===== config.mk =====
export PLATFORM = sky130hd
export DESIGN_NAME = mcycle_arbiter_flat
export DESIGN_NICKNAME = d
export VERILOG_FILES = /design/src/rtl/mcycle_arbiter_if.sv /design/src/rtl/mcycle_arbiter.sv /design/src/flat_wrapper.sv
export SDC_FILE = /design/constraint.sdc
export NUM_CORES = 1
export LEC_CHECK = 0
export CAP_MARGIN = 20
export CORE_ASPECT_RATIO = 1.4
export CORE_MARGIN = 2
export CORE_UTILIZATION = 41
export CTS_CLUSTER_SIZE = 10
export DETAILED_ROUTE_END_ITERATION = 10
export MAX_ROUTING_LAYER = met4
export PLACE_DENSITY_LB_ADDON = 0.05
export SLEW_MARGIN = 5
export SYNTH_ARGS = -nofsm -noshare
export SYNTH_HDL_FRONTEND = slang
export SYNTH_SLANG_ARGS = --single-unit

===== constraint.sdc =====
create_clock -name CLK -period 6.23 [get_ports CLK]
set_input_delay 1.246 -clock CLK [delete_from_list [all_inputs] [get_ports CLK]]
set_output_delay 1.246 -clock CLK [all_outputs]
set_load 0.02 [all_outputs]

===== src/rtl/mcycle_arbiter_if.sv =====
// Requester, shared-unit and response signals of the multi-cycle arbiter.
// The slave modport is the arbiter's view. The master modport is the environment's view.
interface mcycle_arbiter_if #(
    parameter int width = 32
);
    logic [1:0]       Req;
    logic [1:0]       Op;
    logic [width-1:0] A0;
    logic [width-1:0] B0;
    logic [width-1:0] A1;
    logic [width-1:0] B1;
    logic [1:0]       Ack;
    logic [1:0]       RespValid;
    logic             RespErr;
    logic [width-1:0] RespLo;
    logic [width-1:0] RespHi;
    logic             MStart;
    logic             MOp;
    logic [width-1:0] MOperand1;
    logic [width-1:0] MOperand2;
    logic             MBusy;
    logic [width-1:0] MResult1;
    logic [width-1:0] MResult2;
    logic             Busy;

    modport slave (
        input  Req, Op, A0, B0, A1, B1, MBusy, MResult1, MResult2,
        output Ack, RespValid, RespErr, RespLo, RespHi,
        output MStart, MOp, MOperand1, MOperand2, Busy
    );

    modport master (
        output Req, Op, A0, B0, A1, B1, MBusy, MResult1, MResult2,
        input  Ack, RespValid, RespErr, RespLo, RespHi,
        input  MStart, MOp, MOperand1, MOperand2, Busy
    );
endinterface


===== src/rtl/mcycle_arbiter.sv =====
// Two-requester round-robin arbiter in front of one shared multi-cycle unit.
// A WAIT-state timeout aborts an operation that never completes.
module mcycle_arbiter #(
    parameter int width   = 32,
    parameter int TIMEOUT = 80
) (
    input logic              CLK,
    input logic              Reset,
    mcycle_arbiter_if.slave  bus
);
    localparam int CW = $clog2(TIMEOUT + 1);

    typedef enum logic [1:0] {IDLE, ISSUE, WAIT, RESP} state_t;

    state_t           state_q, state_d;
    logic             grant_q, grant_d;
    logic             last_q, last_d;
    logic [CW-1:0]    cnt_q, cnt_d;
    logic             err_q, err_d;
    logic             mop_q, mop_d;
    logic [width-1:0] opa_q, opa_d;
    logic [width-1:0] opb_q, opb_d;
    logic [width-1:0] lo_q, lo_d;
    logic [width-1:0] hi_q, hi_d;

    logic          pick;
    logic [CW-1:0] cnt_inc;
    logic [1:0]    gmask;

    // On a tie the requester not served last wins
    assign pick    = (&bus.Req) ? ~last_q : bus.Req[1];
    assign cnt_inc = cnt_q + CW'(1);
    assign gmask   = {grant_q, ~grant_q};

    always_comb begin
        state_d = state_q;
        grant_d = grant_q;
        last_d  = last_q;
        cnt_d   = cnt_q;
        err_d   = err_q;
        mop_d   = mop_q;
        opa_d   = opa_q;
        opb_d   = opb_q;
        lo_d    = lo_q;
        hi_d    = hi_q;
        unique case (state_q)
            IDLE: begin
                if (|bus.Req) begin
                    grant_d = pick;
                    mop_d   = pick ? bus.Op[1] : bus.Op[0];
                    opa_d   = pick ? bus.A1 : bus.A0;
                    opb_d   = pick ? bus.B1 : bus.B0;
                    state_d = ISSUE;
                end
            end
            ISSUE: begin
                cnt_d   = '0;
                state_d = WAIT;
            end
            WAIT: begin
                cnt_d = cnt_inc;
                // Completion takes priority over a coincident timeout
                if (!bus.MBusy) begin
                    lo_d    = bus.MResult1;
                    hi_d    = bus.MResult2;
                    err_d   = 1'b0;
                    state_d = RESP;
                end else if (cnt_inc == CW'(TIMEOUT)) begin
                    lo_d    = '0;
                    hi_d    = '0;
                    err_d   = 1'b1;
                    state_d = RESP;
                end
            end
            RESP: begin
                last_d  = grant_q;
                state_d = IDLE;
            end
            default: state_d = IDLE;
        endcase
    end

    always_ff @(posedge CLK or posedge Reset) begin
        if (Reset) begin
            state_q <= IDLE;
            grant_q <= 1'b0;
            last_q  <= 1'b1;
            cnt_q   <= '0;
            err_q   <= 1'b0;
            mop_q   <= 1'b0;
            opa_q   <= '0;
            opb_q   <= '0;
            lo_q    <= '0;
            hi_q    <= '0;
        end else begin
            state_q <= state_d;
            grant_q <= grant_d;
            last_q  <= last_d;
            cnt_q   <= cnt_d;
            err_q   <= err_d;
            mop_q   <= mop_d;
            opa_q   <= opa_d;
            opb_q   <= opb_d;
            lo_q    <= lo_d;
            hi_q    <= hi_d;
        end
    end

    assign bus.Ack       = (state_q == ISSUE) ? gmask : 2'b00;
    assign bus.MStart    = (state_q == ISSUE);
    assign bus.RespValid = (state_q == RESP) ? gmask : 2'b00;
    assign bus.RespErr   = (state_q == RESP) & err_q;
    assign bus.Busy      = (state_q != IDLE);
    assign bus.MOp       = mop_q;
    assign bus.MOperand1 = opa_q;
    assign bus.MOperand2 = opb_q;
    assign bus.RespLo    = lo_q;
    assign bus.RespHi    = hi_q;
endmodule


===== src/flat_wrapper.sv =====
// flat-port wrapper written by rule: the top's interface ports become plain ports
module mcycle_arbiter_flat 
#(
    parameter int width   = 32,
    parameter int TIMEOUT = 80
)
  (CLK, Reset, bus_Req, bus_Op, bus_A0, bus_B0, bus_A1, bus_B1, bus_MBusy, bus_MResult1, bus_MResult2, bus_Ack, bus_RespValid, bus_RespErr, bus_RespLo, bus_RespHi, bus_MStart, bus_MOp, bus_MOperand1, bus_MOperand2, bus_Busy);
  mcycle_arbiter_if #(.width(width)) bus_i ();
  input logic CLK;
  input logic Reset;
  input wire logic [$bits(bus_i.Req)-1:0] bus_Req;
  input wire logic [$bits(bus_i.Op)-1:0] bus_Op;
  input wire logic [$bits(bus_i.A0)-1:0] bus_A0;
  input wire logic [$bits(bus_i.B0)-1:0] bus_B0;
  input wire logic [$bits(bus_i.A1)-1:0] bus_A1;
  input wire logic [$bits(bus_i.B1)-1:0] bus_B1;
  input wire logic [$bits(bus_i.MBusy)-1:0] bus_MBusy;
  input wire logic [$bits(bus_i.MResult1)-1:0] bus_MResult1;
  input wire logic [$bits(bus_i.MResult2)-1:0] bus_MResult2;
  output wire logic [$bits(bus_i.Ack)-1:0] bus_Ack;
  output wire logic [$bits(bus_i.RespValid)-1:0] bus_RespValid;
  output wire logic [$bits(bus_i.RespErr)-1:0] bus_RespErr;
  output wire logic [$bits(bus_i.RespLo)-1:0] bus_RespLo;
  output wire logic [$bits(bus_i.RespHi)-1:0] bus_RespHi;
  output wire logic [$bits(bus_i.MStart)-1:0] bus_MStart;
  output wire logic [$bits(bus_i.MOp)-1:0] bus_MOp;
  output wire logic [$bits(bus_i.MOperand1)-1:0] bus_MOperand1;
  output wire logic [$bits(bus_i.MOperand2)-1:0] bus_MOperand2;
  output wire logic [$bits(bus_i.Busy)-1:0] bus_Busy;
  assign bus_i.Req = bus_Req;
  assign bus_i.Op = bus_Op;
  assign bus_i.A0 = bus_A0;
  assign bus_i.B0 = bus_B0;
  assign bus_i.A1 = bus_A1;
  assign bus_i.B1 = bus_B1;
  assign bus_i.MBusy = bus_MBusy;
  assign bus_i.MResult1 = bus_MResult1;
  assign bus_i.MResult2 = bus_MResult2;
  assign bus_Ack = bus_i.Ack;
  assign bus_RespValid = bus_i.RespValid;
  assign bus_RespErr = bus_i.RespErr;
  assign bus_RespLo = bus_i.RespLo;
  assign bus_RespHi = bus_i.RespHi;
  assign bus_MStart = bus_i.MStart;
  assign bus_MOp = bus_i.MOp;
  assign bus_MOperand1 = bus_i.MOperand1;
  assign bus_MOperand2 = bus_i.MOperand2;
  assign bus_Busy = bus_i.Busy;
  mcycle_arbiter #(.width(width), .TIMEOUT(TIMEOUT)) u_core (.CLK(CLK), .Reset(Reset), .bus(bus_i));
endmodule

==> results of run 1 <==
cell usage in the layout (no fill, tap or decap), types with 2 or more instances in the layout:
cell type,instances
sky130_fd_sc_hd__a21oi_1,3
sky130_fd_sc_hd__a22o_1,3
sky130_fd_sc_hd__a22oi_1,64
sky130_fd_sc_hd__and2_1,3
sky130_fd_sc_hd__buf_12,3
sky130_fd_sc_hd__buf_4,4
sky130_fd_sc_hd__bufinv_16,6
sky130_fd_sc_hd__clkbuf_1,2
sky130_fd_sc_hd__clkbuf_16,17
sky130_fd_sc_hd__clkdlybuf4s50_1,333
sky130_fd_sc_hd__clkinv_2,2
sky130_fd_sc_hd__clkinv_4,2
sky130_fd_sc_hd__dfrtp_1,140
sky130_fd_sc_hd__ha_1,5
sky130_fd_sc_hd__inv_1,8
sky130_fd_sc_hd__mux2i_1,67
sky130_fd_sc_hd__nand2_1,134
sky130_fd_sc_hd__nand3_1,7
sky130_fd_sc_hd__nor2_1,2
sky130_fd_sc_hd__nor2b_1,2
sky130_fd_sc_hd__o2111ai_1,2
sky130_fd_sc_hd__o21ai_0,96
sky130_fd_sc_hd__o21ai_2,40
synthesized netlist by cell type (all sizes together) (2+ instances only):
library cell  count
and4              2
a22o              4
o2111ai           2
dfrtp           140
nand2           134
a22oi            64
ha                5
mux2i            67
and2              5
inv              10
nor2b             2
buf              15
nand3             7
clkbuf           37
o21ai           138
a21oi             3
nor2              3
state kept, by name, indices dropped and copies added (netlist names):
| signal | cells |
|---|---|
| u_core.grant_q | 1 |
| u_core.bus.MOperand2 | 32 |
| u_core.state_q | 2 |
| u_core.bus.RespLo | 32 |
| u_core.last_q | 1 |
| u_core.bus.MOp | 1 |
| u_core.err_q | 1 |
| u_core.bus.MOperand1 | 32 |
| u_core.cnt_q | 7 |
| u_core.bus.RespHi | 32 |
worst min-delay path by stage:
stage,startpoint,cells past startpoint,slack [ns],to
4_1_cts,u_core.bus.MOperand1[3],2,0.48,u_core.bus.MOperand1[3]
3_3_place_gp,u_core.bus.MOperand2[25],2,0.46,u_core.bus.MOperand2[25]
5_1_grt,u_core.bus.MOperand2[5],2,0.51,u_core.bus.MOperand2[5]
3_5_place_dp,u_core.bus.MOperand2[18],2,0.47,u_core.bus.MOperand2[18]
2_1_floorplan,u_core.err_q,2,0.49,u_core.err_q
6_report,u_core.bus.MOperand1[3],2,0.48,u_core.bus.MOperand1[3]
through the flow:
step | total power, uW | worst slack (ns) | util
2_1_floorplan | 3090 | 1.20 | -
3_3_place_gp | 4270 | 2.69 | 0.629
3_5_place_dp | 4370 | 2.58 | 0.629
4_1_cts | 5530 | 2.97 | 0.670
5_1_grt | 5820 | 2.94 | 0.671
6_report | 5490 | 3.02 | 0.671
worst min-delay path, stage by stage, from the launching register on:
cell and delay (ns):
sky130_fd_sc_hd__dfrtp_1 0.34, sky130_fd_sc_hd__nand2_1 0.05, sky130_fd_sc_hd__o21ai_0 0.06
report_power, final:
| part | switching (uW) | internal [uW] |
|---|---|---|
| clock | 382 | 759 |
| combinational | 1440 | 1280 |
| sequential | 292 | 1350 |
| total | 2110 | 3380 |
layout make-up:
class / count / area (um2) / share of cell area
Inverter: 10 / 42.5 / 0.00393
Clock buffer: 20 / 447 / 0.0413
Multi-Input combinational cell: 450 / 2900 / 0.268
Timing Repair Buffer: 341 / 3430 / 0.317
Clock inverter: 11 / 215 / 0.0199
Sequential cell: 141 / 3530 / 0.326
Tap cell: 199 / 249 / 0.0230
per-layer routing:
| metal | part of all wire | vias to the layer above | GRT usage | wire length (um) |
|---|---|---|---|---|
| li1 | - | 2945 | - | - |
| met1 | 0.38 | 3003 | 0.294 | 8380 |
| met2 | 0.52 | 262 | 0.438 | 11400 |
| met3 | 0.066 | 35 | 0.0598 | 1430 |
| met4 | 0.024 | 0 | 0.0807 | 529 |
| met5 | 0 | - | - | 0 |
cells by family (layout without fill, tap and decap cells):
kind of cell / after synthesis / after routing / share of synthesized area
xor gates and xnor gates: 1 / 1 / 0.00130
DFF: 141 / 141 / 0.524
muxes: 68 / 68 / 0.101
AOI/OAI and AO/OA: 218 / 218 / 0.217
buffers and inverters: 62 / 382 / 0.0501
adders and majority gates: 5 / 5 / 0.00928
and+or+nand+nor: 158 / 158 / 0.0975
==> flow_summary.html, run 1 <==
<table>
<tr><th>Metric</th><th>Value</th></tr>
<tr><th colspan="2">Status</th></tr>
<tr><td>Result of the run</td><td>completed</td></tr>
<tr><th colspan="2">Timing</th></tr>
<tr><td>Worst hold slack</td><td>0.476 ns</td></tr>
<tr><td>Number of setup violations in the final report</td><td>0</td></tr>
<tr><td>Clock Skews</td><td>0.00926 ns</td></tr>
<tr><td>Fraction of the cycle the final worst path needs</td><td>0.515</td></tr>
<tr><td>Min cycle time layout</td><td>3.21 ns</td></tr>
<tr><td>Maximum achievable frequency</td><td>312 MHz</td></tr>
<tr><td>RSZ-0062 raised after global routing</td><td>false</td></tr>
<tr><td>Hold violation count in the final report</td><td>0</td></tr>
<tr><td>Pin slew with the least headroom to its limit</td><td>1.05 ns</td></tr>
<tr><td>Headroom to the max-slew limit</td><td>0.300</td></tr>
<tr><td>Final count of pins violating max slew</td><td>0</td></tr>
<tr><td>Sum of negative setup slack</td><td>0 ns</td></tr>
<tr><th colspan="2">Critical path</th></tr>
<tr><td>End point of the critical path</td><td>bus_Ack[0]</td></tr>
<tr><td>Worst path max stage delay</td><td>0.61 ns</td></tr>
<tr><td>Cell depth of the worst flop-to-flop path</td><td>5</td></tr>
<tr><td>Sort of element at the start of the critical path</td><td>register</td></tr>
<tr><td>Origin of the worst setup path</td><td>u_core.state_q[1]</td></tr>
<tr><td>Worst-path maximum fanout</td><td>5</td></tr>
<tr><td>Endpoint required time on the critical path</td><td>4.98 ns</td></tr>
<tr><td>Cell type of the slowest stage on the worst timing path</td><td>sky130_fd_sc_hd__clkdlybuf4s50_1</td></tr>
<tr><td>Number of buffer and inverter instances along the worst setup path</td><td>2</td></tr>
<tr><td>Reg2reg end</td><td>u_core.bus.RespHi[25]</td></tr>
<tr><td>Setup slack of the worst register-to-register path</td><td>3.82 ns</td></tr>
<tr><td>Cell chain of the critical path</td><td>inv_1, ha_1, nor2b_1, clkdlybuf4s50_1</td></tr>
<tr><td>Critical path arrival</td><td>1.96 ns</td></tr>
<tr><td>Category of the critical setup timing path</td><td>reg2out</td></tr>
<tr><td>CP top delay family</td><td>buffers and inverters</td></tr>
<tr><td>Reg2Reg Launch Point</td><td>u_core.cnt_q[0]</td></tr>
<tr><td>Number of cells on the critical path</td><td>4</td></tr>
<tr><td>Type of destination of the critical path</td><td>output pin</td></tr>
<tr><th colspan="2">Synthesis</th></tr>
<tr><td>Gate count after technology mapping</td><td>653</td></tr>
<tr><td>Avg Inst Size Synth</td><td>10.3 um2</td></tr>
<tr><td>Count of warnings emitted by yosys</td><td>0</td></tr>
<tr><td>Number of nets produced by synthesis</td><td>857</td></tr>
<tr><td>Synth Flop Type</td><td>sky130_fd_sc_hd__dfrtp_1</td></tr>
<tr><td>Top area cells in the synthesized netlist</td><td>sky130_fd_sc_hd__dfrtp_1 52%, sky130_fd_sc_hd__mux2i_1 10%, sky130_fd_sc_hd__nand2_1 7.5%</td></tr>
<tr><td>Post-synth cell types</td><td>43</td></tr>
<tr><td>Number of register bits inferred by synthesis</td><td>141</td></tr>
<tr><td>Top-area cell type share of the netlist area</td><td>0.520</td></tr>
<tr><td>Post-synth top area cell</td><td>sky130_fd_sc_hd__dfrtp_1</td></tr>
<tr><td>Fraction of synthesis flops using an asynchronous set or reset pin</td><td>1.00</td></tr>
<tr><td>Fraction of the yosys area taken by sequential cells</td><td>0.524</td></tr>
<tr><td>Count of flip-flops with a built-in enable after synthesis</td><td>0</td></tr>
<tr><td>Post-Syn Area</td><td>6740 um2</td></tr>
<tr><th colspan="2">Clock network</th></tr>
<tr><td>Quantity of gates resized following cts</td><td>0</td></tr>
<tr><td>Worst skew pair latency</td><td>0.42 ns</td></tr>
<tr><td>Number of buffers inserted during clock tree synthesis</td><td>17</td></tr>
<tr><td># Post-CTS Setup Buffers</td><td>0</td></tr>
<tr><td>H-tree depth</td><td>4</td></tr>
<tr><td>Clock edge transition at the registers on the reported setup and hold paths</td><td>0.06 ns</td></tr>
<tr><td>CTS Root Cell</td><td>sky130_fd_sc_hd__clkbuf_16</td></tr>
<tr><td>TritonCTS clock tree</td><td>built</td></tr>
<tr><td>Number of buffers on the longest clock path</td><td>2</td></tr>
<tr><td>Sinks on Clock Net</td><td>141</td></tr>
<tr><td>Count of hold buffers inserted by post-cts repair</td><td>0</td></tr>
<tr><th colspan="2">Power and ir drop</th></tr>
<tr><td>Worst supply voltage drop on vdd</td><td>0.299 mV</td></tr>
<tr><td>Power Dens Cells</td><td>508 nW/um2</td></tr>
<tr><td>Static Leakage</td><td>0.00459 uW</td></tr>
<tr><th colspan="2">Placed design</th></tr>
<tr><td>Count of buffers from port buffering</td><td>334</td></tr>
<tr><td>Routability-driven placement congestion ratio</td><td>0.873</td></tr>
<tr><td># placed instances</td><td>1140</td></tr>
<tr><td>Half-perimeter wire length after detailed placement</td><td>15.8 mm</td></tr>
<tr><td>Total cell area at the placement stage</td><td>10100 um2</td></tr>
<tr><th colspan="2">Finish</th></tr>
<tr><td>Final nets</td><td>1165</td></tr>
<tr><td># fillers</td><td>1301</td></tr>
<tr><td>Area added between synthesis and finish</td><td>60.5%</td></tr>
<tr><td>Final design instance area without fill</td><td>10800 um2</td></tr>
<tr><td>Number of standard cells in the layout, taps in and fillers out</td><td>1172</td></tr>
<tr><td>Antenna cell count</td><td>0</td></tr>
<tr><td>Layout cell share with drive strength beyond 1</td><td>0.0946</td></tr>
<tr><th colspan="2">Die</th></tr>
<tr><td>Core area</td><td>16100 um2</td></tr>
<tr><td>I/O pins</td><td>335</td></tr>
<tr><td>Number of core rows</td><td>55</td></tr>
<tr><td>Die Y</td><td>156 um</td></tr>
<tr><td>Die X</td><td>112 um</td></tr>
<tr><td>Effective utilization at floorplan</td><td>0.418</td></tr>
<tr><td>Total die area</td><td>17500 um2</td></tr>
<tr><th colspan="2">Global route</th></tr>
<tr><td>Largest net degree at the start of global routing</td><td>107</td></tr>
<tr><td>Total congestion overflow</td><td>0</td></tr>
<tr><td>Number of global-route vias before repair</td><td>6240</td></tr>
<tr><td>Global-route wire length before repair</td><td>33.9 mm</td></tr>
<tr><td>Initial antenna violation count</td><td>0</td></tr>
<tr><td>Total routing resource utilization after global routing</td><td>0.254</td></tr>
<tr><th colspan="2">Drt</th></tr>
<tr><td>DR WL/cell</td><td>18.6 um</td></tr>
<tr><td>Number of iterations in the first detailed-routing pass</td><td>4</td></tr>
<tr><td>Final wirelength</td><td>21.8 mm</td></tr>
<tr><td>Routed via count divided by cell count</td><td>5.33</td></tr>
<tr><td>Post-detailed-route count of antenna-violating nets</td><td>0</td></tr>
<tr><td>Number of design rule violations left after detail routing</td><td>0</td></tr>
<tr><td>Drt initial violations</td><td>346</td></tr>
<tr><td>Number of vias in the routed layout</td><td>6245</td></tr>
<tr><th colspan="2">Run</th></tr>
<tr><td>Maximum capacitance violations</td><td>0</td></tr>
<tr><th colspan="2">Worst hold path</th></tr>
<tr><td>Worst min-delay path category</td><td>reg2reg</td></tr>
</table>
(Power assumes the default switching activity.)
==> inputs of run 2 (changes only) <==
==> constraint.sdc (replaced) <==
create_clock -name CLK -period 3.15 [get_ports CLK]
set_input_delay 0.63 -clock CLK [delete_from_list [all_inputs] [get_ports CLK]]
set_output_delay 0.63 -clock CLK [all_outputs]
set_load 0.02 [all_outputs]
==> flow_summary.html, run 2 (synthesis results as in run 1) <==
<table>
<tr><th>Metric</th><th>Value</th></tr>
<tr><th colspan="2">Status</th></tr>
<tr><td>Result of the run</td><td>completed (unchanged)</td></tr>
<tr><th colspan="2">Die</th></tr>
<tr><td>Core area</td><td>16100 um2 (unchanged)</td></tr>
<tr><td>Die Y</td><td>156 um (unchanged)</td></tr>
<tr><td>I/O pins</td><td>335 (unchanged)</td></tr>
<tr><td>Die X</td><td>112 um (unchanged)</td></tr>
<tr><td>Effective utilization at floorplan</td><td>0.418 (unchanged)</td></tr>
<tr><td>Number of core rows</td><td>55 (unchanged)</td></tr>
<tr><td>Total die area</td><td>17500 um2 (unchanged)</td></tr>
<tr><th colspan="2">Power and ir drop</th></tr>
<tr><td>Switching pwr</td><td>4230 uW (was 2110 uW)</td></tr>
<tr><td>Fraction of power consumed by combinational cells</td><td>0.504 (was 0.494)</td></tr>
<tr><td>Switching share of power</td><td>0.396 (was 0.384)</td></tr>
<tr><td>Worst supply voltage drop on vdd</td><td>0.523 mV (was 0.299 mV)</td></tr>
<tr><td>Power Dens Cells</td><td>989 nW/um2 (was 508 nW/um2)</td></tr>
<tr><td>Static Leakage</td><td>0.00458 uW (was 0.00459 uW)</td></tr>
<tr><td>Power, Total</td><td>10700 uW (was 5490 uW)</td></tr>
<tr><td>Power share of the clock group</td><td>0.195 (was 0.208)</td></tr>
<tr><td>Internal</td><td>6460 uW (was 3380 uW)</td></tr>
<tr><td>Sequential share of power</td><td>0.302 (was 0.299)</td></tr>
<tr><th colspan="2">Drt</th></tr>
<tr><td>Post-detailed-route count of antenna-violating nets</td><td>0 (unchanged)</td></tr>
<tr><td>DR WL/cell</td><td>18.6 um (about the same)</td></tr>
<tr><td>Number of design rule violations left after detail routing</td><td>0 (unchanged)</td></tr>
<tr><td>Routed via count divided by cell count</td><td>5.27 (was 5.33)</td></tr>
<tr><td>Final wirelength</td><td>21.9 mm (was 21.8 mm)</td></tr>
<tr><td>Number of vias in the routed layout</td><td>6202 (was 6245)</td></tr>
<tr><td>Number of iterations in the first detailed-routing pass</td><td>5 (was 4)</td></tr>
<tr><td>Drt initial violations</td><td>393 (was 346)</td></tr>
<tr><th colspan="2">Global route</th></tr>
<tr><td>Global-route wire length before repair</td><td>33.7 mm (was 33.9 mm)</td></tr>
<tr><td>Largest net degree at the start of global routing</td><td>78 (was 107)</td></tr>
<tr><td>Initial antenna violation count</td><td>1 (was 0)</td></tr>
<tr><td>Total routing resource utilization after global routing</td><td>0.252 (was 0.254)</td></tr>
<tr><td>Number of global-route vias before repair</td><td>6351 (was 6240)</td></tr>
<tr><td>Total congestion overflow</td><td>0 (unchanged)</td></tr>
<tr><th colspan="2">Critical path</th></tr>
<tr><td>Worst-path maximum fanout</td><td>5 (unchanged)</td></tr>
<tr><td>Critical path arrival</td><td>2.06 ns (was 1.96 ns)</td></tr>
<tr><td>Sort of element at the start of the critical path</td><td>register (unchanged)</td></tr>
<tr><td>Category of the critical setup timing path</td><td>reg2out (unchanged)</td></tr>
<tr><td>Cell type of the slowest stage on the worst timing path</td><td>sky130_fd_sc_hd__clkdlybuf4s50_1 (unchanged)</td></tr>
<tr><td>Worst path max stage delay</td><td>0.66 ns (was 0.61 ns)</td></tr>
<tr><td>Type of destination of the critical path</td><td>output pin (unchanged)</td></tr>
<tr><td>Endpoint required time on the critical path</td><td>2.52 ns (was 4.98 ns)</td></tr>
<tr><td>Cell chain of the critical path</td><td>inv_1, ha_1, and2_1, clkdlybuf4s50_1 (was inv_1, ha_1, nor2b_1, clkdlybuf4s50_1)</td></tr>
<tr><th colspan="2">Timing</th></tr>
<tr><td>Fraction of the cycle the final worst path needs</td><td>0.855</td></tr>
<tr><td>RSZ-0062 raised after global routing</td><td>false (unchanged)</td></tr>
<tr><td>Final count of pins violating max slew</td><td>0 (unchanged)</td></tr>
<tr><td>Clock Skews</td><td>0.0241 ns (was 0.00926 ns)</td></tr>
<tr><td>Min cycle time layout</td><td>2.69 ns</td></tr>
<tr><td>Hold violation count in the final report</td><td>0 (unchanged)</td></tr>
<tr><td>Pin slew with the least headroom to its limit</td><td>0.736 ns (was 1.05 ns)</td></tr>
<tr><td>Final worst-path setup slack</td><td>0.455 ns (was 3.02 ns)</td></tr>
<tr><td>Number of setup violations in the final report</td><td>0 (unchanged)</td></tr>
<tr><td>Sum of negative setup slack</td><td>0 ns (unchanged)</td></tr>
<tr><td>Maximum achievable frequency</td><td>371 MHz</td></tr>
<tr><td>Headroom to the max-slew limit</td><td>0.510 (was 0.300)</td></tr>
<tr><th colspan="2">Placed design</th></tr>
<tr><td>Setup slack after placement</td><td>0.740 ns (was 2.58 ns)</td></tr>
<tr><td>Total cell area at the placement stage</td><td>10200 um2 (was 10100 um2)</td></tr>
<tr><td>Half-perimeter wire length after detailed placement</td><td>15.9 mm (was 15.8 mm)</td></tr>
<tr><td>Count of buffers from port buffering</td><td>334 (unchanged)</td></tr>
<tr><td>Routability-driven placement congestion ratio</td><td>0.838 (was 0.873)</td></tr>
<tr><th colspan="2">Clock network</th></tr>
<tr><td># Post-CTS Setup Buffers</td><td>0 (unchanged)</td></tr>
<tr><td>CTS Root Cell</td><td>sky130_fd_sc_hd__clkbuf_16 (unchanged)</td></tr>
<tr><td>Clock edge transition at the registers on the reported setup and hold paths</td><td>0.06 ns (about the same)</td></tr>
<tr><td>H-tree depth</td><td>4 (unchanged)</td></tr>
<tr><td>Sinks on Clock Net</td><td>141 (unchanged)</td></tr>
<tr><td>Quantity of gates resized following cts</td><td>0 (unchanged)</td></tr>
<tr><td>Worst skew pair latency</td><td>0.43 ns (was 0.42 ns)</td></tr>
<tr><td>Count of hold buffers inserted by post-cts repair</td><td>0 (unchanged)</td></tr>
<tr><td>TritonCTS clock tree</td><td>built (unchanged)</td></tr>
<tr><td>Number of buffers on the longest clock path</td><td>2 (unchanged)</td></tr>
<tr><td>Number of buffers inserted during clock tree synthesis</td><td>17 (unchanged)</td></tr>
<tr><th colspan="2">Finish</th></tr>
<tr><td>Area added between synthesis and finish</td><td>60.5% (about the same)</td></tr>
<tr><td>Layout cell share with drive strength beyond 1</td><td>0.0984 (was 0.0946)</td></tr>
<tr><td>Most frequent cells in the layout</td><td>333 x sky130_fd_sc_hd__clkdlybuf4s50_1, 140 x sky130_fd_sc_hd__dfrtp_1, 134 x sky130_fd_sc_hd__nand2_1 (unchanged)</td></tr>
<tr><td>Final nets</td><td>1168 (was 1165)</td></tr>
<tr><td>Leading cell type in the layout, fill and taps excluded</td><td>sky130_fd_sc_hd__clkdlybuf4s50_1 (unchanged)</td></tr>
<tr><td>Final design instance area without fill</td><td>10800 um2 (about the same)</td></tr>
<tr><th colspan="2">Run</th></tr>
<tr><td>Maximum capacitance violations</td><td>0 (unchanged)</td></tr>
<tr><th colspan="2">Worst hold path</th></tr>
<tr><td>Worst min-delay path category</td><td>reg2reg (unchanged)</td></tr>
</table>
## run 2: cell types whose count changed in the layout (fill, tap and decap cells not counted), sizes merged
| cell | before | now |
|---|---|---|
| buf | 8 | 11 |
| bufinv | 6 | 3 |
| clkbuf | 20 | 19 |
| clkinv | 4 | 6 |
| clkinvlp | 1 | 2 |
| diode | 0 | 1 |
| inv | 10 | 11 |
## run 2: critical path, delay by kind of cell (launching register included)
family                     cells  cell delay [ns]
buffers and inverters          2             0.77
DFF                            1             0.44
adders and majority gates      1             0.28
and+or+nand+nor                1             0.17
## run 2: final timing paths
path / startpoint / to / slack (ns) / cells after the start
hold reg to reg: u_core.bus.MOperand2[23] / u_core.bus.MOperand2[23] / 0.48 / 2
min in group asynchronous: Reset / u_core.bus.MOperand1[19] / 0.66 / 2
setup reg to reg: u_core.cnt_q[0] / u_core.bus.RespHi[5] / 0.91 / 6
hold / removal: u_core.bus.MOperand2[23] / u_core.bus.MOperand2[23] / 0.48 / 2
max in group asynchronous: Reset / u_core.last_q / 1.73 / 3
setup / recovery: u_core.state_q[1] / bus_Ack[1] / 0.46 / 4
## run 2: through the flow
| step | hold slack (ns) | instances | utilization |
|---|---|---|---|
| global route | 0.505 | 1176 | 0.672 |
| CTS | 0.483 | 1175 | 0.672 |
| floorplan | 0.485 | 653 | - |
| finish | 0.478 | 1176 | 0.672 |
| detailed placement | 0.469 | 1144 | 0.634 |
| global placement | 0.463 | 1144 | 0.634 |
## run 2: power groups by stage
stage / clock network, uW / registers [uW] / logic, uW
6_report: 2080 / 3230 / 5390
5_1_grt: 2190 / 3350 / 5790
4_1_cts: 2110 / 3230 / 5440
3_5_place_dp: 0 / 3250 / 5420
3_3_place_gp: 0 / 3200 / 5280
2_1_floorplan: 0 / 4150 / 1970
## run 2: routing by layer
layer,wire length [um],GRT usage,vias to the layer above
met4,781,0.109,0
met2,11400,0.435,259
li1,-,-,2947
met1,8320,0.279,2957
met5,0,-,-
met3,1400,0.0587,39
## run 2: final cells by class
cell class / count / area [um2]
Clock inverter: 12 / 164
Tap cell: 199 / 249
Inverter: 10 / 41.3
Clock buffer: 19 / 443
Antenna cell: 1 / 2.50
Multi-Input combinational cell: 450 / 2900
Timing Repair Buffer: 344 / 3490
Fill cell: 1327 / 5280
Sequential cell: 141 / 3530
==> patch 1, RTL diff (config.mk and constraints of run 2) <==
`width` is set to 32 in 3 places; all go to 28.
--- a/src/rtl/mcycle_arbiter_if.sv
+++ b/src/rtl/mcycle_arbiter_if.sv
@@ -1,7 +1,7 @@
 // Requester, shared-unit and response signals of the multi-cycle arbiter.
 // The slave modport is the arbiter's view. The master modport is the environment's view.
 interface mcycle_arbiter_if #(
-    parameter int width = 32
+    parameter int width = 28
 );
     logic [1:0]       Req;
     logic [1:0]       Op;
--- a/src/rtl/mcycle_arbiter.sv
+++ b/src/rtl/mcycle_arbiter.sv
@@ -1,7 +1,7 @@
 // Two-requester round-robin arbiter in front of one shared multi-cycle unit.
 // A WAIT-state timeout aborts an operation that never completes.
 module mcycle_arbiter #(
-    parameter int width   = 32,
+    parameter int width   = 28,
     parameter int TIMEOUT = 80
 ) (
     input logic              CLK,
--- a/src/flat_wrapper.sv
+++ b/src/flat_wrapper.sv
@@ -1,7 +1,7 @@
 // flat-port wrapper written by rule: the top's interface ports become plain ports
 module mcycle_arbiter_flat 
 #(
-    parameter int width   = 32,
+    parameter int width   = 28,
     parameter int TIMEOUT = 80
 )
   (CLK, Reset, bus_Req, bus_Op, bus_A0, bus_B0, bus_A1, bus_B1, bus_MBusy, bus_MResult1, bus_MResult2, bus_Ack, bus_RespValid, bus_RespErr, bus_RespLo, bus_RespHi, bus_MStart, bus_MOp, bus_MOperand1, bus_MOperand2, bus_Busy);
Ports: changed (10 resized); port bits go from 335 to 295. No check against the original RTL was run, so the function may have changed too.
==> patch 1 against run 2 <==
Worst hold slack got worse by 1.7 ps. Sequential share of layout area increased by 0.12 points. Cell area decreased by 12%. Critical endpoint is now bus_Busy. Largest cell class unchanged. Total power decreased by 12%. Synthesized cell count decreased by 11%. Register-to-register slack improved by 20 ps. Setup slack improved by 190 ps. Utilization increased by 1.2 points. Wire length decreased by 14%. Critical path depth unchanged. Synthesized area decreased by 12%. Sequential cell count decreased by 16.
==> patch 1: results (changes against run 2) <==
- Area of the multi-input gates: 0.00254 sq mm (-13%)
- Sinks on Clock Net: 125 (-11%)
- Clock buf count: 22 (+3)
- Synth top area cells: dfrtp_1, mux2i_1, o21ai_0
- Fillers: 1090 (-18%)
- Synth cell count leaders: dfrtp_1, nand2_1, o21ai_0
- Fraction of area in non-clock buffers: 31.7% (-0.54 points)
- Vias: 5487 (-12%)
- Met1 track demand over resource: 28.7% (+0.86 points)
- Layout cell share with drive strength beyond 1: 8.26% (-1.6 points)
- Largest net degree at the start of global routing: 99 (+27%)
- GR Util met3: 8.08% (+2.2 points)
- Worst vdd ir: 0.498 mV (-4.8%)
- Final Skew: 11.4 ps (-12.7 ps)
- Met2 Use GR: 41.7% (-1.8 points)
- Post-Synth Adder-Cell Area: 1.06% (+0.13 points)
- Pleak: 0.00406 uW (-11%)
- Multi-input gates: 402 (-11%)
- Gpl congestion: 0.833 (-0.63%)
- CP arrival: 1880 ps (-180 ps)
- Compound-gate portion of the synthesized area: 21.1% (-0.55 points)
- Nets: 1039 (-11%)
- First-pass GRT wire length: 29800 um (-12%)
- Normalized max-slew margin: 50.1% (-0.91 points)
- IO Port Bufs: 294 (-12%)
- M1 wire length: 7230 um (-13%)
- DR WL/cell: 17.9 um (-3.8%)
- Sequential area share after synthesis: 53.0% (+0.59 points)
- Fraction of area in registers: 32.7% (+0.12 points)
- XOR/XNOR share of the synthesized area: 0.148% (+0.018 points)
- Outcome: completed
- Non-CTS buffers: 303 (-12%)
- R2R Setup Slk: 930 ps (+20 ps)
## patch 1: changes by cell type after synthesis, moves of 2 or more
cell | before | now
dfrtp_1 | 140 | 124
buf_12 | 4 | 0
a22oi_1 | 64 | 56
nand2_1 | 134 | 118
clkbuf_1 | 35 | 25
buf_2 | 3 | 10
buf_6 | 2 | 4
o21ai_2 | 40 | 20
o21ai_0 | 96 | 100
buf_4 | 5 | 3
mux2i_1 | 67 | 59
## patch 1: metrics by stage
| stage | hold WS (ps) | cell area [sq um] | setup slack (ps) | cells |
|---|---|---|---|---|
| floorplan | 485 | 5910 | 982 | 583 |
| finish | 476 | 9560 | 645 | 1057 |
| global route | 506 | 9560 | 554 | 1057 |
| detailed placement | 470 | 8970 | 784 | 1025 |
| CTS | 482 | 9560 | 628 | 1057 |
| global placement | 462 | 8970 | 813 | 1025 |
## patch 1: worst paths after layout
check	start	to	cells past startpoint
min in group asynchronous	Reset	u_core.bus.MOperand1[10]$_DFFE_PP0P_	3
worst min-delay path	u_core.bus.MOperand1[4]$_DFFE_PP0P_	u_core.bus.MOperand1[4]$_DFFE_PP0P_	2
worst min register to register	u_core.bus.MOperand1[4]$_DFFE_PP0P_	u_core.bus.MOperand1[4]$_DFFE_PP0P_	2
worst max register to register	u_core.cnt_q[0]$_DFFE_PP0P_	u_core.bus.RespHi[7]$_DFFE_PP0P_	5
worst max-delay path	u_core.state_q[1]$_DFFE_PP0P_	bus_Busy	4
max in group asynchronous	Reset	u_core.bus.RespLo[5]$_DFFE_PP0P_	3
## patch 1: where the power goes
part / switching [uW] / leakage (uW) / internal (uW) / total, uW
logic: 2460 / 0.00230 / 2180 / 4630
registers: 501 / 0.00148 / 2360 / 2860
clock network: 718 / 0.000278 / 1220 / 1940
total: 3680 / 0.00406 / 5760 / 9440
==> patch 2, RTL diff (flow settings as in run 2) <==
Without the edit above. `opb_q` no longer has a reset.
--- a/src/rtl/mcycle_arbiter.sv
+++ b/src/rtl/mcycle_arbiter.sv
@@ -89,7 +89,6 @@
             err_q   <= 1'b0;
             mop_q   <= 1'b0;
             opa_q   <= '0;
-            opb_q   <= '0;
             lo_q    <= '0;
             hi_q    <= '0;
         end else begin
@@ -100,10 +99,13 @@
             err_q   <= err_d;
             mop_q   <= mop_d;
             opa_q   <= opa_d;
-            opb_q   <= opb_d;
             lo_q    <= lo_d;
             hi_q    <= hi_d;
         end
+    end
+
+    always_ff @(posedge CLK) begin
+        opb_q <= opb_d;
     end
 
     assign bus.Ack       = (state_q == ISSUE) ? gmask : 2'b00;
Behaviour: not the same (a bounded check fails within 4 cycles, from zero or initial values and one cycle with Reset high).
==> patch 2 against run 2 <==
Die area increased by 0.33%. Setup slack improved by 160 ps. Sequential cell count unchanged. Worst hold slack got worse by 3.0 ps. Synthesized area increased by 0.33%. Utilization decreased by 1.1 points. Count of clock-buffer cells in the layout increased by 2. Critical path depth unchanged. Sequential power decreased by 2%. Wire length decreased by 5.1%. Total power decreased by 7.2%. First-iteration DRC count decreased by 19%. Cell area decreased by 1.2%. Non-clock buffer count unchanged.
==> patch 2: results (changes against run 2) <==
- Post-Synth Adder-Cell Area: 0.925% (-0.0031 points)
- XOR/XNOR share of the synthesized area: 0.130% (-0.00043 points)
- Fillers: 1286 (-3.1%)
- IO Port Bufs: 334 (unchanged)
- First-pass GRT wire length: 32400 um (-4.0%)
- Final setup viols: 0 (unchanged)
- Sequential area share after synthesis: 54.6% (+2.2 points)
- Layout cell share with drive strength beyond 1: 14.2% (+4.4 points)
- Placed Area: 0.0101 sq mm (-1.1%)
- DR WL/cell: 18.7 um (+0.26%)
- Initial DRC Count: 318 (-19%)
- N_diodes: 0 (-1)
- Pleak: 0.00429 uW (-6.3%)
- Vias in the first global route: 6049 (-4.8%)
- Register clock-pin slew on the reported worst setup and hold paths: 60 ps (about the same)
- Initial antenna violation count: 0 (-1)
- Worst vdd ir: 0.664 mV (+27%)
- Compound-gate portion of the synthesized area: 19.2% (-2.4 points)
- Normalized max-slew margin: 52.9% (+2.0 points)
- GR Util met3: 6.84% (+0.97 points)
- Max stage delay on crit path: 600 ps (-60 ps)
- Post-synthesis mux area share: 10.7% (+0.56 points)
- Hold path depth: 2 (unchanged)
- Largest net degree at the start of global routing: 110 (+41%)
- Total global routing track utilization: 24.4% (-0.79 points)
- Syn_nets: 788 (-8.1%)
- Met1 track demand over resource: 27.6% (-0.31 points)
- Maximum clock path buffer count: 2 (unchanged)
- Synth unique cells: 47 (+9.3%)
- Async S/R FF share, synth: 77.3% (-23 points)
- Post-CTS Resized: 0 (unchanged)
- Mapped Cells: 584 (-11%)
- R2R cell count: 7 (+1)
- Met2 Use GR: 41.5% (-2.0 points)
- Drt via density: 5.18 (-1.9%)
- Gpl congestion: 0.826 (-1.4%)
- CP arrival: 1900 ps (-160 ps)
- R2R Setup Slk: 1010 ps (+100 ps)
- Synth top area cells: dfrtp_1, edfxtp_1, a22oi_1
- Final Skew: 8.46 ps (-15.6 ps)
- Hpwl dp: 15200 um (-4.7%)
- EDFF count, synth: 32 (+32)
- R2R Path Start: u_core.state_q[0]$_DFFE_PP0P_
- Worst Hold Path EP: u_core.bus.MOperand1[28]$_DFFE_PP0P_
- Setup bufs post-CTS: 0 (unchanged)
- R2r endpoint: u_core.bus.RespHi[31]$_DFFE_PP0P_
- Placed Instances: 1081 (-5.5%)
- Min-Delay Startpoint: u_core.bus.MOperand1[28]$_DFFE_PP0P_
- Outcome: completed
- Hold WS: 475 ps (-3.04 ps)
- First-pass detailed-route iteration total: 4 (-1)
- Synth cell count leaders: dfrtp_1, nand2_1, a22oi_1, o21ai_0, o21ai_2
- Vias: 5760 (-7.1%)
==> patch 2: final cells by class <==
| type | instances | share of cell area, % |
|---|---|---|
| sequential | 141 | 34.5 |
| timing repair buffer | 344 | 32.3 |
| multi-input combinational | 386 | 24.9 |
| clock buffer | 21 | 4.54 |
| tap | 199 | 2.33 |
| clock inverter | 11 | 0.995 |
| inverter | 11 | 0.421 |
==> patch 2: report_power, final <==
| group | internal (uW) | leakage, uW | switching, uW |
|---|---|---|---|
| combinational | 2270 | 0.00246 | 2510 |
| clock | 1190 | 0.000273 | 789 |
| sequential | 2670 | 0.00156 | 501 |
==> patch 2: kinds of logic after synthesis <==
group | count (synthesis)
compound gates | 186
xor+xnor | 1
fa+ha+maj | 5
buf+inv | 57
flops | 141
mux | 68
simple gates | 126
==> patch 2: routing by layer <==
layer	up-vias	routed length, um
met1	2712	8010
met5	-	0
met4	0	589
met3	36	1440
met2	256	10700
li1	2756	-
==> patch 2: worst max-delay path, delay by kind of cell (launching register included) <==
family / cells / cell delay [ps]
adders and majority gates: 1 / 290
DFF: 1 / 430
buffers and inverters: 3 / 770
==> patch 2: worst max path at each step <==
stage                                  start                                 end  slack [ps]  cells past startpoint
2_1_floorplan  u_core.state_q[0]$_DFFE_PP0P_   u_core.bus.MOperand2[0]$_DFFE_PP_         900                      6
3_3_place_gp                      bus_Req[1]  u_core.bus.MOperand2[22]$_DFFE_PP_         720                      4
3_5_place_dp                      bus_Req[1]   u_core.bus.MOperand2[7]$_DFFE_PP_         670                      4
4_1_cts        u_core.state_q[1]$_DFFE_PP0P_                          bus_Ack[0]         590                      4
5_1_grt        u_core.state_q[1]$_DFFE_PP0P_                          bus_Ack[0]         520                      4
6_report       u_core.state_q[1]$_DFFE_PP0P_                            bus_Busy         620                      4
==> patch 2: stage by stage <==
stage	util [%]	setup WS [ps]
final	66.1	618
after global routing	66.1	521
after CTS	66.1	594
after detailed placement	62.4	672
after global placement	62.4	718
after floorplan	-	896
